[src/rtl/bit_length_scan.sv]
// rtl/bit_length_scan.sv - MSB-first chunked bit-length finder for RSA operands
//
// Purpose
//   Finds the index of the most significant set bit of a WIDTH-bit operand by
//   examining STEP bits per cycle from the top. The default build stops at the
//   first nonzero chunk.
//
// Optional feature macro: BITLEN_POPCNT_EN
//   Adds a popcnt output and a per-chunk population-count accumulator. Every
//   chunk is visited, so latency is fixed at WIDTH/STEP+1 edges. length/zero
//   results are the same as in the default build.
//
// Ports
//   clk     in   1      clock, rising edge
//   rst     in   1      asynchronous active-high reset
//   start   in   1      scan request, sampled only in IDLE
//   in      in   WIDTH  operand, captured on the accepted start edge
//   busy    out  1      high in SCAN and DONE
//   done    out  1      one-cycle pulse, length/zero valid
//   length  out  LEN_W  index of highest set bit, all ones when operand is 0
//   zero    out  1      operand was 0
//   popcnt  out  LEN_W  set-bit count (BITLEN_POPCNT_EN only)

module bit_length_scan #(
    parameter  int WIDTH = 64,
    parameter  int STEP  = 4,
    localparam int LEN_W = $clog2(WIDTH) + 1
) (
    input  logic             clk,
    input  logic             rst,
    input  logic             start,
    input  logic [WIDTH-1:0] in,
    output logic             busy,
    output logic             done,
    output logic [LEN_W-1:0] length,
    output logic             zero
`ifdef BITLEN_POPCNT_EN
    ,
    output logic [LEN_W-1:0] popcnt
`endif
);

    localparam int NCHUNK = WIDTH / STEP;
    localparam int IDX_W  = (NCHUNK > 1) ? $clog2(NCHUNK) : 1;

    typedef enum logic [1:0] {
        S_IDLE = 2'd0,
        S_SCAN = 2'd1,
        S_DONE = 2'd2
    } state_t;

    state_t           r_state;
    state_t           w_state_nxt;

    // The operand is shifted left one chunk per SCAN cycle, so the chunk
    // under test is always the top STEP bits; r_idx tracks which chunk that is.
    logic [WIDTH-1:0] r_data;
    logic [IDX_W-1:0] r_idx;
    logic [LEN_W-1:0] r_len;
    logic             r_zero;

    logic [STEP-1:0]  w_chunk;
    logic             w_nz;
    logic             w_last;
    logic [LEN_W-1:0] w_msb;
    logic [LEN_W-1:0] w_len;

`ifdef BITLEN_POPCNT_EN
    logic [LEN_W-1:0] r_pc_acc;
    logic [LEN_W-1:0] r_popcnt;
    logic             r_found;
    logic [LEN_W-1:0] r_len_found;
    logic [LEN_W-1:0] w_chunk_pc;
    logic [LEN_W-1:0] w_pc_nxt;
`endif

    assign w_chunk = r_data[WIDTH-1 -: STEP];
    assign w_nz    = |w_chunk;
    assign w_last  = (r_idx == '0);

    // Highest set bit inside the chunk; later iterations override earlier ones.
    always_comb begin
        w_msb = '0;
        for (int i = 0; i < STEP; i++) begin
            if (w_chunk[i]) begin
                w_msb = LEN_W'(i);
            end
        end
    end

    assign w_len = LEN_W'(r_idx) * LEN_W'(STEP) + w_msb;

`ifdef BITLEN_POPCNT_EN
    always_comb begin
        w_chunk_pc = '0;
        for (int i = 0; i < STEP; i++) begin
            w_chunk_pc = w_chunk_pc + LEN_W'(w_chunk[i]);
        end
    end

    assign w_pc_nxt = r_pc_acc + w_chunk_pc;
`endif

    // State register
    always_ff @(posedge clk or posedge rst) begin
        if (rst) begin
            r_state <= S_IDLE;
        end else begin
            r_state <= w_state_nxt;
        end
    end

    // Next-state and status decode
    always_comb begin
        w_state_nxt = r_state;
        busy        = 1'b0;
        done        = 1'b0;
        case (r_state)
            S_IDLE: begin
                if (start) begin
                    w_state_nxt = S_SCAN;
                end
            end
            S_SCAN: begin
                busy = 1'b1;
`ifdef BITLEN_POPCNT_EN
                if (w_last) begin
                    w_state_nxt = S_DONE;
                end
`else
                if (w_nz || w_last) begin
                    w_state_nxt = S_DONE;
                end
`endif
            end
            S_DONE: begin
                busy        = 1'b1;
                done        = 1'b1;
                w_state_nxt = S_IDLE;
            end
            default: begin
                w_state_nxt = S_IDLE;
            end
        endcase
    end

    // Datapath
    always_ff @(posedge clk or posedge rst) begin
        if (rst) begin
            r_data      <= '0;
            r_idx       <= '0;
            r_len       <= '1;
            r_zero      <= 1'b0;
`ifdef BITLEN_POPCNT_EN
            r_pc_acc    <= '0;
            r_popcnt    <= '0;
            r_found     <= 1'b0;
            r_len_found <= '1;
`endif
        end else begin
            case (r_state)
                S_IDLE: begin
                    // length/zero are deliberately left holding the previous
                    // result until the scan finishes.
                    if (start) begin
                        r_data      <= in;
                        r_idx       <= IDX_W'(NCHUNK - 1);
`ifdef BITLEN_POPCNT_EN
                        r_pc_acc    <= '0;
                        r_found     <= 1'b0;
                        r_len_found <= '1;
`endif
                    end
                end
                S_SCAN: begin
`ifdef BITLEN_POPCNT_EN
                    // The first nonzero chunk fixes length; the scan keeps
                    // going so the population count covers all chunks.
                    if (!r_found && w_nz) begin
                        r_found     <= 1'b1;
                        r_len_found <= w_len;
                    end
                    if (w_last) begin
                        r_popcnt <= w_pc_nxt;
                        r_zero   <= !r_found && !w_nz;
                        if (r_found) begin
                            r_len <= r_len_found;
                        end else if (w_nz) begin
                            r_len <= w_len;
                        end else begin
                            r_len <= '1;
                        end
                    end else begin
                        r_pc_acc <= w_pc_nxt;
                        r_data   <= r_data << STEP;
                        r_idx    <= r_idx - IDX_W'(1);
                    end
`else
                    if (w_nz) begin
                        r_len  <= w_len;
                        r_zero <= 1'b0;
                    end else if (w_last) begin
                        r_len  <= '1;
                        r_zero <= 1'b1;
                    end else begin
                        r_data <= r_data << STEP;
                        r_idx  <= r_idx - IDX_W'(1);
                    end
`endif
                end
                default: begin
                end
            endcase
        end
    end

    assign length = r_len;
    assign zero   = r_zero;
`ifdef BITLEN_POPCNT_EN
    assign popcnt = r_popcnt;
`endif

endmodule

[config.mk]
export PLATFORM = sky130hd
export DESIGN_NAME = bit_length_scan
export DESIGN_NICKNAME = d
export VERILOG_FILES = /design/src/rtl/bit_length_scan.sv
export SDC_FILE = /design/constraint.sdc
export NUM_CORES = 1
export LEC_CHECK = 0
export CAP_MARGIN = 20
export CORE_MARGIN = 4
export CORE_UTILIZATION = 45
export CTS_CLUSTER_DIAMETER = 200
export DETAILED_ROUTE_END_ITERATION = 12
export PLACE_DENSITY = 0.68
export SLEW_MARGIN = 15
export SYNTH_ARGS = -nofsm -noshare
export SYNTH_HDL_FRONTEND = slang
export SYNTH_SLANG_ARGS = --single-unit
[constraint.sdc]
create_clock -name clk -period 2.7 [get_ports clk]
set_input_delay 0.27 -clock clk [delete_from_list [all_inputs] [get_ports clk]]
set_output_delay 0.27 -clock clk [all_outputs]
set_load 0.03 [all_outputs]
== Word level (Yosys, flattened, before mapping) ==
Cells that the tools add are included.
Cells by class
  muxes and demuxes: 20
  equality and inequality tests: 6
  add/sub/neg operators: 2
  reduce and logical (&&, ||, !) cells: 10
Operators with widths (number)
  64-bit 2-to-1 mux: 3
  64-bit one-hot mux with 2 select lines: 1
  7-bit 2-to-1 mux: 3
  4-bit 2-to-1 mux: 3
  2-bit inequality test, second input constant: 4
  4-bit one-hot mux with 2 select lines: 1
  6-bit by 7-bit adder with 7-bit output: 1
  2-bit 2-to-1 mux: 3
  1-bit 2-to-1 mux: 5
  4-bit zero test: 1
  2-bit one-hot mux with 2 select lines: 1
  2-bit AND reduction: 2
  4-bit AND reduction: 1
  2-bit nonzero test: 2
  4-bit OR reduction: 1
  4-bit by 1-bit subtractor with 4-bit output, second input constant: 1
  2-bit by 1-bit equality test with 1-bit output, second input constant: 1
  2-bit equality test, second input constant: 1
  2-bit zero test: 1
  2-bit OR reduction: 1
  1-bit logical OR: 1
Storage, ports and cells
  register bits after elaboration: 78

== Logic depth before layout (Yosys ltp) ==
Gate-level depths: netlist of run 1.
  depth after elaboration: 5
  depth in mapped cells: 8
  depth with buffers taken out: 5

== Least setup slack after synthesis of run 1 ==
No wires, ideal clock.
  path type: reg2reg
  start: register r_idx[0]
  end: register r_len[0] (netlist: length[0])
  period minus slack after synthesis: 1.835 ns
  buffers on the path: 0
  setup slack: 0.865 ns
  stages on the path, launching flop included: 6
  arrival: 1.753 ns
  data required time: 2.618 ns
  setup time: 0.082 ns
  path through: dfrtp_1 inv_1 ha_1 or3b_2 a21oi_2 mux2_2
Between the ends
  cells in the longest elaborated chain, start to end: 3
Ends and longest elaborated chain
  start, declared: line 58  | logic [IDX_W-1:0] r_idx;
  start signal, assigned: line 167  | r_idx <= IDX_W'(NCHUNK - 1);
  start signal, assigned: line 207  | r_idx <= r_idx - IDX_W'(1);
  4-bit zero test: line 79  | assign w_last = (r_idx == '0);
  2-bit nonzero test (no line)
  2-bit AND reduction (no line)
  end signal, assigned: line 200  | r_len <= w_len;
  end, declared: line 59  | logic [LEN_W-1:0] r_len;
Every way passes these cells.
A chain may end at the register's enable or synchronous reset.

== Worst setup path after layout of run 1 ==
  start: register r_state[1]
  end: register r_data[43]
Between the ends
  cells in the longest elaborated chain, start to end: 3
Ends and longest elaborated chain
  start, declared: line 52  | state_t r_state;
  start signal, assigned: line 109  | r_state <= w_state_nxt;
  2-bit by 1-bit equality test with 1-bit output or 2-bit zero test (tied branches): line 161  | case (r_state)
  2-bit inequality test (no line) or 2-bit nonzero test (tied branches)
  4-bit AND reduction (no line)
  end signal, assigned: line 166  | r_data <= in;
  end signal, assigned: line 206  | r_data <= r_data << STEP;
  end, declared: line 57  | logic [WIDTH-1:0] r_data;
Several ways; a longest one is shown, not always the timed one.

==> results of run 1 <==
[final cells by class]
type	count	area, um2
repair buffers	85	866
clock inverters	4	48.8
multi-input cells	235	1810
fillers	779	3700
flip-flops and latches	78	1960
well taps	108	135
clock buffers	11	131
inverters	6	23.8
[per-stage QoR]
step           utilization, %  hold slack (ns)
6_report                 57.3            0.253
4_1_cts                  57.3            0.262
5_1_grt                  57.3            0.279
2_1_floorplan               -            0.403
3_3_place_gp             55.2            0.484
3_5_place_dp             55.2            0.494
[critical path, stage by stage (launching register included)]
cell	delay, ns
dfrtp_1	0.38
inv_1	0.13
ha_4	0.40
nand4bb_4	0.49
buf_4	0.39
a31oi_1	0.19
a21oi_1	0.06
[synthesized netlist by cell type (2+ instances only)]
cell,count
ha_1,4
nor4_1,2
clkbuf_1,14
inv_1,6
nor2_1,7
buf_6,12
dfstp_2,7
o22a_1,2
o21ai_0,2
a22oi_1,2
mux2_2,2
buf_2,8
a22o_1,5
a31oi_1,61
mux2i_1,62
a21oi_2,11
a2bb2oi_1,3
dfrtp_1,71
a21oi_1,51
nor3_1,2
[power breakdown]
part	total, mW	internal (mW)	switching, mW
logic	2.51	1.09	1.42
clock network	0.828	0.422	0.407
registers	2.06	1.71	0.347
[metal layers]
metal	GRT usage (%)	vias to the layer above
li1	-	1474
met4	5.05	0
met3	3.69	8
met2	27.6	68
met5	0	-
met1	27.1	1541
[kinds of logic after synthesis]
logic type	share of synthesized area, %
AO/OA/AOI/OAI	22.9
adder cells (fa/ha/maj)	1.25
buffers and inverters	6.48
flip-flops	49.0
multiplexers	16.1
AND/OR/NAND/NOR	4.26
[path summary, 6_finish.rpt]
check                            from    endpoint  slack, ns  depth (start not counted)
setup / recovery           r_state[1]  r_data[43]       0.51                          6
hold / removal                    rst  r_data[16]       0.25                          2
setup reg to reg           r_state[1]  r_data[43]       0.51                          6
hold reg to reg             length[3]   length[3]       0.50                          1
max in group asynchronous         rst   length[5]       1.76                          3
min in group clk            length[3]   length[3]       0.50                          1
[registers in the layout, indices dropped and copies added, names as in the netlist]
name / cells
length: 7
r_idx: 4
r_data: 64
zero: 1
r_state: 2
==> results.sh, run 1 <==
export IMPL_placed_area_um2=4790
export IMPL_wire_per_inst_um=17.8
export IMPL_yosysUniqueCellTypes=41
export IMPL_fin_area_um2=4970
export IMPL_drt_wl_total_mm=9.37
export IMPL_fmax_mhz=457
export IMPL_rsz0062_at_grt="no"
export IMPL_antenna_found_initial=0
export IMPL_viasPerCell=5.87
export IMPL_ios=77
export IMPL_grt_max_degree=61
export IMPL_ys_flop_type="dfrtp_1"
export IMPL_leakage_nw=1.90
export IMPL_portBuffers=76
export IMPL_status="completed"
export IMPL_hp_class="in -> async"
export IMPL_synth_edf_count=0
export IMPL_n_antenna_cell=0
export IMPL_tightest_slew_ns=0.870
export IMPL_die_h_um=102
export IMPL_final_antenna_net_count=0
export IMPL_pre_cts_slack_ns=0.539
export IMPL_synthTopCellsByArea="dfrtp_1 (44%), mux2i_1 (16%), a31oi_1 (9.5%), a21oi_1 (6.4%), dfstp_2 (4.6%)"
export IMPL_finalCritPeriodShare_pct=81.0
export IMPL_synthArstFlopShare_pct=100
export IMPL_clock_latency_ns=0.34
export IMPL_setup_slack_ns=0.514
export IMPL_clkTransAtPathRegs_ns=0.08
export IMPL_power_per_cell_area_nw_per_um2=1080
export IMPL_dpl_cell_count=512
export IMPL_drt_iter0_drc=152
export IMPL_vias=3091
export IMPL_synth_nets=426
export IMPL_dr_pass1_iters=4
export IMPL_finalClockSkew_ns=0.0115
export IMPL_grt_overflow=0
export IMPL_drive_above_1_share_pct=11.9
export IMPL_setup_tns_ns=0
export IMPL_hpwlAfterDp_mm=6.11
export IMPL_worstPathRequired_ns=2.91
export IMPL_cts_tree="yes"
export IMPL_cts_buffers=9
export IMPL_fin_crit_ns=2.19
export IMPL_drv_slew=0
export IMPL_maxUsedRoutingLayer="met4"
export IMPL_peakVddDrop_v=0.000451
export IMPL_worstPathMaxFanout=31
export IMPL_avgSynthCellArea_um2=11.3
export IMPL_clock_root_buffer="clkbuf_8"
export IMPL_finalHoldViolCount=0
export IMPL_cts_path_max_buffers=2
export IMPL_rows=34
export IMPL_end_kind="flip-flop"
export IMPL_post_cts_buffers=0
export IMPL_wl_met2_mm=4.45
export IMPL_cts_resized=0
export IMPL_post_route_drc_count=0
export IMPL_yosys_area_top_type="dfrtp_1"
export IMPL_p_total_mw=5.39
export IMPL_yosysSeqAreaShare_pct=49.0
export IMPL_syn_to_final_growth_pct=24.4
export IMPL_setup_viol=0
export IMPL_fp_dieArea_um2=10500
export IMPL_grt_pass1_vias=3021
export IMPL_yosysWarnings=0
export IMPL_final_common_cell="clkdlybuf4s50_1"
export IMPL_start_util_pct=46.1
export IMPL_start_kind="flip-flop"
export IMPL_h_tree_depth=3
export IMPL_wl_met1_mm=4.39
export IMPL_synth_area_um2=4000
export IMPL_synth_seq_cells=78
export IMPL_routed_wl_met3_um=442
export IMPL_stdcell_count=527
export IMPL_grt_pass1_wl_mm=15.3
export IMPL_clock_sinks=78
export IMPL_drv_cap=0
export IMPL_cts_hold_buffers=0
export IMPL_arrival_ns=2.40
export IMPL_final_cell_mix="clkdlybuf4s50_1 (76), dfrtp_1 (71), mux2i_1 (62)"
export IMPL_fin_nets=486
export IMPL_relSlewSlack_pct=41.5
export IMPL_netlist_area_leader_share_pct=44.4
export IMPL_routabilityCongestion=0.827
export IMPL_synth_cells=355
export IMPL_grt_total_usage_pct=18.4
export IMPL_die_width_um=102
export IMPL_core_um2=8680
export IMPL_path_class="reg -> reg"
(Power assumes the default switching activity.)
==> run 2: changes to the inputs <==
Clock period 2.7 ns to 2.1 ns, I/O delays scaled along.
==> results.sh, run 2 (synthesized netlist as in run 1, its figures left out) <==
export IMPL_slowest_stage="clkdlybuf4s50_1"
export IMPL_syn_to_final_growth_pct=28.1
export IMPL_setup_viol=0
export IMPL_cts_hold_buffers=0
export IMPL_start_kind="flip-flop"
export IMPL_path_class="reg -> out"
export IMPL_fin_area_um2=5120
export IMPL_end_kind="output port"
export IMPL_largest_register="r_data"
export IMPL_routabilityCongestion=0.853
export IMPL_drt_wl_total_mm=9.57
export IMPL_post_route_drc_count=0
export IMPL_tightest_slew_ns=0.524
export IMPL_drv_cap=0
export IMPL_largest_reg_flops=64
export IMPL_h_tree_depth=3
export IMPL_die_h_um=102
export IMPL_fmax_mhz=502
export IMPL_leakage_nw=1.97
export IMPL_core_um2=8680
export IMPL_crit_cells=3
export IMPL_finalHoldViolCount=0
export IMPL_ios=77
export IMPL_vias=3161
export IMPL_grt_overflow=0
export IMPL_hpwlAfterDp_mm=6.21
export IMPL_viasPerCell=5.91
export IMPL_fin_util_pct=59.0
export IMPL_final_common_cell="clkdlybuf4s50_1"
export IMPL_worstPathMaxFanout=3
export IMPL_drt_iter0_drc=208
export IMPL_setup_slack_ns=0.106
export IMPL_fin_crit_ns=1.99
export IMPL_rows=34
export IMPL_drive_above_1_share_pct=13.8
export IMPL_hp_class="in -> async"
export IMPL_post_cts_buffers=0
export IMPL_pre_cts_slack_ns=0.186
export IMPL_status="completed"
export IMPL_final_cell_mix="clkdlybuf4s50_1 (76), dfrtp_1 (71), mux2i_1 (62)"
export IMPL_grt_pass1_wl_mm=15.8
export IMPL_start_util_pct=46.1
export IMPL_arrival_ns=1.78
export IMPL_clock_root_buffer="clkbuf_8"
export IMPL_clock_latency_ns=0.34
export IMPL_relSlewSlack_pct=65.0
export IMPL_die_width_um=102
export IMPL_crit_buf_inv=2
export IMPL_drv_slew=0
export IMPL_slowest_delay_ns=0.66
export IMPL_clock_sinks=78
export IMPL_fp_dieArea_um2=10500
export IMPL_worstRegToRegCells=5
export IMPL_wire_per_inst_um=17.9
export IMPL_fin_nets=493
export IMPL_finalCritPeriodShare_pct=94.9
export IMPL_portBuffers=76
export IMPL_peakVddDrop_v=0.000695
export IMPL_placed_area_um2=4860
export IMPL_rsz0062_at_grt="no"
export IMPL_dr_pass1_iters=5
export IMPL_path_delay_family="buffers and inverters"
export IMPL_antenna_found_initial=0
export IMPL_grt_pass1_vias=3143
export IMPL_cts_buffers=9
export IMPL_path_cells="inv_1, ha_1, clkdlybuf4s50_1"
export IMPL_grt_max_degree=35
export IMPL_cts_resized=0
export IMPL_cts_path_max_buffers=2
export IMPL_cts_tree="yes"
export IMPL_n_antenna_cell=0
export IMPL_grt_total_usage_pct=19.0
export IMPL_worstPathRequired_ns=1.89
export IMPL_setup_tns_ns=0
export IMPL_finalClockSkew_ns=0.00743
export IMPL_final_antenna_net_count=0
export IMPL_clkTransAtPathRegs_ns=0.08
export IMPL_power_per_cell_area_nw_per_um2=1440
-- run 2: cell count changes in the layout (fill, tap and decap cells not counted), sizes merged --
cell and change:
clkbuf -1, bufinv +3, clkinv -2, buf +7, clkinvlp +1
-- run 2: worst register-to-register path, delay by kind of cell (launching register included) --
kind / cells / cell delay (ns)
mux: 1 / 0.35
simple gates: 1 / 0.54
buf+inv: 1 / 0.09
flops: 1 / 0.41
compound gates: 1 / 0.19
fa+ha+maj: 1 / 0.30
-- run 2: final timing paths --
| path | start | endpoint | slack [ns] |
|---|---|---|---|
| max in group asynchronous | rst | length[0] | 1.24 |
| max reg2reg | r_idx[0] | length[0] | 0.16 |
| min reg2reg | length[1] | length[1] | 0.51 |
| min | rst | r_data[23] | 0.25 |
| min in group clk | in[1] | r_data[1] | 0.48 |
| max | r_state[0] | busy | 0.11 |
-- run 2: area by class of cell --
cell class / instances / area (um2)
Sequential cell: 78 / 1960
Tap cell: 108 / 135
Fill cell: 767 / 3560
Inverter: 6 / 26.3
Timing Repair Buffer: 92 / 931
Clock inverter: 6 / 134
Clock buffer: 10 / 128
Multi-Input combinational cell: 235 / 1810
-- run 2: routing by layer --
layer / global-route usage, % / wire, um / up-vias / share of wire (%)
li1: - / - / 1487 / -
met1: 26.6 / 4340 / 1561 / 45
met2: 29.9 / 4530 / 105 / 47
met3: 4.37 / 598 / 8 / 6.2
met4: 4.84 / 93 / 0 / 0.97
met5: 0 / 0 / - / 0
-- run 2: power breakdown --
group          switching, mW  internal, mW
logic                   1.84          1.45
clock network          0.552         0.911
registers              0.443          2.20
-- run 2: through the flow --
stage | instances | hold slack [ns] | power, mW
6_report | 535 | 0.248 | 7.40
5_1_grt | 535 | 0.259 | 7.91
4_1_cts | 535 | 0.240 | 7.44
3_5_place_dp | 519 | 0.493 | 5.95
3_3_place_gp | 519 | 0.486 | 5.86
2_1_floorplan | 355 | 0.343 | 5.21
==> run 3: changes to the inputs <==
Settings changed: CTS_CLUSTER_DIAMETER 200 to default.
==> results of run 3 <==
Final layout, timing and power as in run 2 (identical DEF).
